===== src/rtl/ifetch_pkg.sv =====
// rtl/ifetch_pkg.sv - shared widths, reset PC default and instruction field positions for IF/ID
package ifetch_pkg;

  localparam int IF_WORD     = 32;
  localparam int IF_W_ADDR   = 16;
  localparam int IF_RESET_PC = 0;

  // Instruction field positions decoded by ID
  localparam int OPCODE_LSB = 0;
  localparam int OPCODE_W   = 7;
  localparam int RD_LSB     = 7;
  localparam int FUNCT3_LSB = 12;
  localparam int FUNCT3_W   = 3;
  localparam int RS1_LSB    = 15;
  localparam int RS2_LSB    = 20;
  localparam int REG_W      = 5;

endpackage


===== src/rtl/ifetch_skid.sv =====
// rtl/ifetch_skid.sv - one-entry holding buffer for a word returned while ID stalls
// Optional pc copy under IFETCH_PC_OUT_EN.
module ifetch_skid
  import ifetch_pkg::*;
#(
  parameter int WORD   = IF_WORD
`ifdef IFETCH_PC_OUT_EN
  ,
  parameter int W_ADDR = IF_W_ADDR
`endif
) (
  input  logic              clk,
  input  logic              rst,
  input  logic              flush_i,
  input  logic              load_i,
  input  logic              drain_i,
  input  logic [WORD-1:0]   data_i,
`ifdef IFETCH_PC_OUT_EN
  input  logic [W_ADDR-1:0] pc_i,
  output logic [W_ADDR-1:0] pc_o,
`endif
  output logic              v_o,
  output logic [WORD-1:0]   data_o
);

  logic            v_q, v_d;
  logic [WORD-1:0] data_q, data_d;
`ifdef IFETCH_PC_OUT_EN
  logic [W_ADDR-1:0] pc_q, pc_d;
`endif

  // Flush beats load: a redirect discards whatever was returning that cycle
  always_comb begin
    v_d    = v_q;
    data_d = data_q;
`ifdef IFETCH_PC_OUT_EN
    pc_d   = pc_q;
`endif
    if (flush_i || drain_i) begin
      v_d = 1'b0;
    end else if (load_i) begin
      v_d    = 1'b1;
      data_d = data_i;
`ifdef IFETCH_PC_OUT_EN
      pc_d   = pc_i;
`endif
    end
  end

  always_ff @(posedge clk) begin
    if (rst) begin
      v_q    <= 1'b0;
      data_q <= '0;
`ifdef IFETCH_PC_OUT_EN
      pc_q   <= '0;
`endif
    end else begin
      v_q    <= v_d;
      data_q <= data_d;
`ifdef IFETCH_PC_OUT_EN
      pc_q   <= pc_d;
`endif
    end
  end

  assign v_o    = v_q;
  assign data_o = data_q;
`ifdef IFETCH_PC_OUT_EN
  assign pc_o   = pc_q;
`endif

endmodule


===== src/rtl/ifetch.sv =====
// rtl/ifetch.sv - instruction fetch: PC, imem read issue, IF->ID output register with skid
// IFETCH_PC_OUT_EN adds the pc_o port and its pipeline copy.
module ifetch
  import ifetch_pkg::*;
#(
  parameter int          WORD     = IF_WORD,
  parameter int          W_ADDR   = IF_W_ADDR,
  parameter int unsigned RESET_PC = IF_RESET_PC
) (
  input  logic              clk,
  input  logic              rst,
  output logic              imem_req_o,
  output logic [W_ADDR-1:0] imem_addr_o,
  input  logic [WORD-1:0]   imem_data_i,
  input  logic              br_taken_i,
  input  logic [W_ADDR-1:0] br_target_i,
  output logic              v_o,
  output logic [WORD-1:0]   inst_o,
`ifdef IFETCH_PC_OUT_EN
  output logic [W_ADDR-1:0] pc_o,
`endif
  input  logic              stall_i
);

  localparam logic [W_ADDR-1:0] RST_PC = W_ADDR'(RESET_PC);

  logic [W_ADDR-1:0] pc_q, pc_d;
  logic              rsp_v_q, rsp_v_d;
  logic              v_q, v_d;
  logic [WORD-1:0]   inst_q, inst_d;
  logic              accept, issue;
  logic              skid_v, skid_load, skid_drain, skid_flush;
  logic [WORD-1:0]   skid_data;
`ifdef IFETCH_PC_OUT_EN
  logic [W_ADDR-1:0] rsp_pc_q, rsp_pc_d;
  logic [W_ADDR-1:0] pc_out_q, pc_out_d;
  logic [W_ADDR-1:0] skid_pc;
`endif

  // Reads only go out when the output register can take their data, so the
  // skid never has to hold more than one word.
  assign accept      = ~v_q | ~stall_i;
  assign issue       = accept & ~br_taken_i & ~rst;
  assign imem_req_o  = issue;
  assign imem_addr_o = pc_q;

  always_comb begin
    pc_d       = pc_q;
    rsp_v_d    = issue;
    v_d        = v_q;
    inst_d     = inst_q;
    skid_load  = 1'b0;
    skid_drain = 1'b0;
    skid_flush = br_taken_i;
`ifdef IFETCH_PC_OUT_EN
    rsp_pc_d   = issue ? pc_q : rsp_pc_q;
    pc_out_d   = pc_out_q;
`endif
    if (br_taken_i) begin
      pc_d    = br_target_i;
      v_d     = 1'b0;
      rsp_v_d = 1'b0;
    end else begin
      if (issue) begin
        pc_d = pc_q + 1'b1;
      end
      if (accept) begin
        if (skid_v) begin
          v_d        = 1'b1;
          inst_d     = skid_data;
          skid_drain = 1'b1;
`ifdef IFETCH_PC_OUT_EN
          pc_out_d   = skid_pc;
`endif
        end else if (rsp_v_q) begin
          v_d      = 1'b1;
          inst_d   = imem_data_i;
`ifdef IFETCH_PC_OUT_EN
          pc_out_d = rsp_pc_q;
`endif
        end else begin
          v_d = 1'b0;
        end
      end else if (rsp_v_q) begin
        skid_load = 1'b1;
      end
    end
  end

  always_ff @(posedge clk) begin
    if (rst) begin
      pc_q     <= RST_PC;
      rsp_v_q  <= 1'b0;
      v_q      <= 1'b0;
      inst_q   <= '0;
`ifdef IFETCH_PC_OUT_EN
      rsp_pc_q <= RST_PC;
      pc_out_q <= RST_PC;
`endif
    end else begin
      pc_q     <= pc_d;
      rsp_v_q  <= rsp_v_d;
      v_q      <= v_d;
      inst_q   <= inst_d;
`ifdef IFETCH_PC_OUT_EN
      rsp_pc_q <= rsp_pc_d;
      pc_out_q <= pc_out_d;
`endif
    end
  end

  ifetch_skid #(
    .WORD   (WORD)
`ifdef IFETCH_PC_OUT_EN
    ,
    .W_ADDR (W_ADDR)
`endif
  ) u_skid (
    .clk     (clk),
    .rst     (rst),
    .flush_i (skid_flush),
    .load_i  (skid_load),
    .drain_i (skid_drain),
    .data_i  (imem_data_i),
`ifdef IFETCH_PC_OUT_EN
    .pc_i    (rsp_pc_q),
    .pc_o    (skid_pc),
`endif
    .v_o     (skid_v),
    .data_o  (skid_data)
  );

  assign v_o    = v_q;
  assign inst_o = inst_q;
`ifdef IFETCH_PC_OUT_EN
  assign pc_o   = pc_out_q;
`endif

  a_single_buffer: assert property (@(posedge clk) disable iff (rst) !(rsp_v_q && skid_v));

endmodule


===== config.mk =====
export PLATFORM = sky130hd
export DESIGN_NAME = ifetch
export DESIGN_NICKNAME = d
export VERILOG_FILES = /design/src/rtl/ifetch_pkg.sv /design/src/rtl/ifetch_skid.sv /design/src/rtl/ifetch.sv
export SDC_FILE = /design/constraint.sdc
export NUM_CORES = 1
export LEC_CHECK = 0
export ABC_AREA = 1
export BUFFER_PORTS_ARGS = -buffer_cell sky130_fd_sc_hd__buf_4
export CAP_MARGIN = 10
export CORE_UTILIZATION = 52
export CTS_CLUSTER_DIAMETER = 40
export CTS_CLUSTER_SIZE = 16
export DETAILED_ROUTE_END_ITERATION = 16
export PLACE_DENSITY = 0.82
export SYNTH_ARGS = -nofsm -noshare
export SYNTH_HDL_FRONTEND = slang
export SYNTH_SLANG_ARGS = --single-unit

===== constraint.sdc =====
create_clock -name clk -period 1.7 [get_ports clk]
set_input_delay 0.34 -clock clk [delete_from_list [all_inputs] [get_ports clk]]
set_output_delay 0.34 -clock clk [all_outputs]
set_load 0.05 [all_outputs]

==> impl_metrics.csv <==
group,metric,value,unit
critical_path,crit_chain,"nand2_1 -> nand2_2 -> inv_2 -> buf_6",
sta,setup-violations-final,0,
critical_path,crit_start,"v_o",
placement,io_buffers,101,
synthesis,synth_compound_area_frac,0.196,
critical_path,worstReg2RegEnd,"imem_addr_o[10]",
cts,cts_buffers,9,
flow_run,max-cap-violations,0,
cts,cts_setup_buffers,0,
critical_path,r2r_start,"imem_addr_o[0]",
critical_path,cp-start-kind,"flop",
sta,fmax,613,MHz
placement,hpwlAfterDp,6.44,mm
cts,cts_sinks,83,
global_routing,antenna_found_initial,0,
global_routing,grt_pass1_wl,15.8,mm
cts,cts_buffer_depth,2,
sta,fin_crit,1.63,ns
cts,cts-root-buf,"clkbuf_8",
placement,gp_congestion,0.944,
critical_path,crit_fanout,6,
sta,tightest_slew,0.356,ns
power_and_ir_drop,power_density,910,nW/um^2
die,core_area,6530,um^2
status,status,"completed",
cts,clk_latency,0.35,ns
synthesis,synth-seq-cells,83,
global_routing,grt_start_max_net_pins,36,
finish,layout_common_cells,"111 x buf_4, 109 x nand2_1, 97 x nor2_1",
finish,final_common_cell,"buf_4",
min_path,hold_depth,3,
critical_path,rrSetupSlack,0.17,ns
die,ioPinCount,102,
die,placement_rows,29,
detailed_routing,wirelength,9.37,mm
detailed_routing,drc,0,
synthesis,synthArstFlopShare,0,
finish,fillCellCount,557,
synthesis,synth.area.top_cells,"dfxtp_1 46%, nand2_1 11%, nor2_1 10%",
cts,clkTransAtPathRegs,0.09,ns
finish,multi_input_area,1690,um^2
cts,cts-htree-levels,3,
sta,slew_headroom,0.763,
synthesis,synth_edf_count,0,
die,dieArea,7280,um^2
synthesis,synth_top_area_frac,0.460,
critical_path,required,1.36,ns
synthesis,yosys_warnings,0,
min_path,hold_start,"imem_data_i[2]",
detailed_routing,wl_per_cell,13.8,um
critical_path,path_class,"reg2out",
synthesis,synthMuxAreaShare,0,
detailed_routing,vias,3756,
critical_path,slowest_delay,0.38,ns
synthesis,synth.cell_area,3610,um^2
detailed_routing,drt_iter0_drc,241,
power_and_ir_drop,ir_drop,0.661,mV
synthesis,synth_top_family_by_area,"simple AND/OR/NAND/NOR gates",
synthesis,synth_cell_types,31,
die,die_h,85.3,um
finish,diodes,0,
global_routing,grt_pass1_vias,3549,
synthesis,synth_adder_area_share,0.00347,
synthesis,yosysTopAreaCell,"dfxtp_1",
cts,cts_hold_buf,0,
cts,cts_tree,"yes",
sta,rsz0062_at_grt,"false",
finish,drive_gt1_frac,0.233,
finish,area_delta_synth_final,28.4,%
critical_path,slowest_stage,"dfxtp_1",
synthesis,seq_area_frac_synth,0.460,
die,die_w,85.3,um
die,start_util,0.553,
detailed_routing,viasPerCell,5.52,
min_path,hp-class,"in2reg",
critical_path,arrival,1.29,ns
sta,tns,0,ns
synthesis,synth_top_flop_cell,"dfxtp_1",
sta,finalClockSkew,0.00890,ns
synthesis,synthesis.nets,560,
finish,fin_nets,653,
detailed_routing,first_pass_iters,5,
global_routing,overflow,0,
sta,slew_viol_final,0,
synthesis,yosys.area_share.simple,0.267,
sta,hold_violations,0,
critical_path,crit_path_end_kind,"output port",
sta,timing.hold.ws,0.216,ns
sta,fin_crit_sh,0.959,
synthesis,synth_xor_area_frac,0.00243,
synthesis,syn_avg_cell_area,7.12,um^2
finish,register_area,1660,um^2
synthesis,netlist_instances,507,
min_path,hold_end,"u_skid.data_o[2]",
global_routing,grt_util_all_layers,0.268,
detailed_routing,ant_nets,0,
critical_path,r2r_cells,8,
power_and_ir_drop,power.leakage,0.00211,uW
==> flip-flops by register name, indices dropped and copies added, names as in the netlist <==
name / flops
inst_o: 32
u_skid.data_o: 32
imem_addr_o: 16
rsp_v_q: 1
u_skid.v_o: 1
v_o: 1
==> per-layer routing <==
metal,track usage,share of wire
met1,0.347,0.43
met2,0.447,0.48
met3,0.0438,0.067
met4,0.112,0.017
met5,0,0
==> layout make-up <==
class,instances,area share
Sequential cell,83,0.359
Tap cell,77,0.0208
Clock inverter,6,0.0140
Inverter,23,0.0186
Clock buffer,9,0.0267
Timing Repair Buffer,115,0.195
Multi-Input combinational cell,368,0.365
==> cell families (layout without fill, tap and decap cells) <==
family,count (synthesis),in the layout
AOI/OAI and AO/OA,128,128
xor gates and xnor gates,1,1
adders and majority gates,1,1
buffers and inverters,56,153
DFF,83,83
and+or+nand+nor,238,238
==> critical path, delay by kind of cell, from the launching register on <==
family,cells,cell delay [ns]
buffers and inverters,2,0.25
DFF,1,0.38
and+or+nand+nor,2,0.32
==> power breakdown <==
part           internal, uW  switching, uW  total, uW
logic                   268            469        738
registers              2020           62.6       2080
clock network           673            723       1400
==> stage by stage <==
stage | instance area [um^2] | util | power (uW) | instances | setup WS, ns
finish | 4630 | 0.709 | 4210 | 681 | 0.0695
global route | 4630 | 0.709 | 4380 | 681 | 0.00475
CTS | 4630 | 0.709 | 4240 | 681 | 0.0590
detailed placement | 4440 | 0.680 | 2860 | 666 | 0.168
global placement | 4440 | 0.680 | 2850 | 666 | 0.210
floorplan | 3610 | - | 2580 | 507 | 0.0121
==> how the worst max path moves through the flow <==
stage,end,cells past startpoint
detailed placement,imem_addr_o[6],7
finish,imem_req_o,4
global route,imem_req_o,4
CTS,imem_req_o,4
floorplan,imem_addr_o[6],6
global placement,imem_req_o,5
==> cells in the mapped netlist (2+ instances only) <==
master and n:
buf_4 2, inv_2 2, nand2_2 2, o22ai_1 2, o211ai_1 2, nand3_1 19, a21oi_1 13, a211oi_1 5
buf_6 4, inv_1 21, o21ai_0 41, buf_2 6, o21ai_1 30, dfxtp_1 83, nand4_1 2, a31oi_1 33
clkbuf_1 20, nor2_1 97, nand2_1 109, nor3_1 3
==> timing repair <==
action,4_1_cts,5_1_grt
setup endpoints to repair,1,0
gates resized for setup,2,0
endpoints found under the hold margin,0,0
Note: power is estimated with default switching activity, not from simulation.
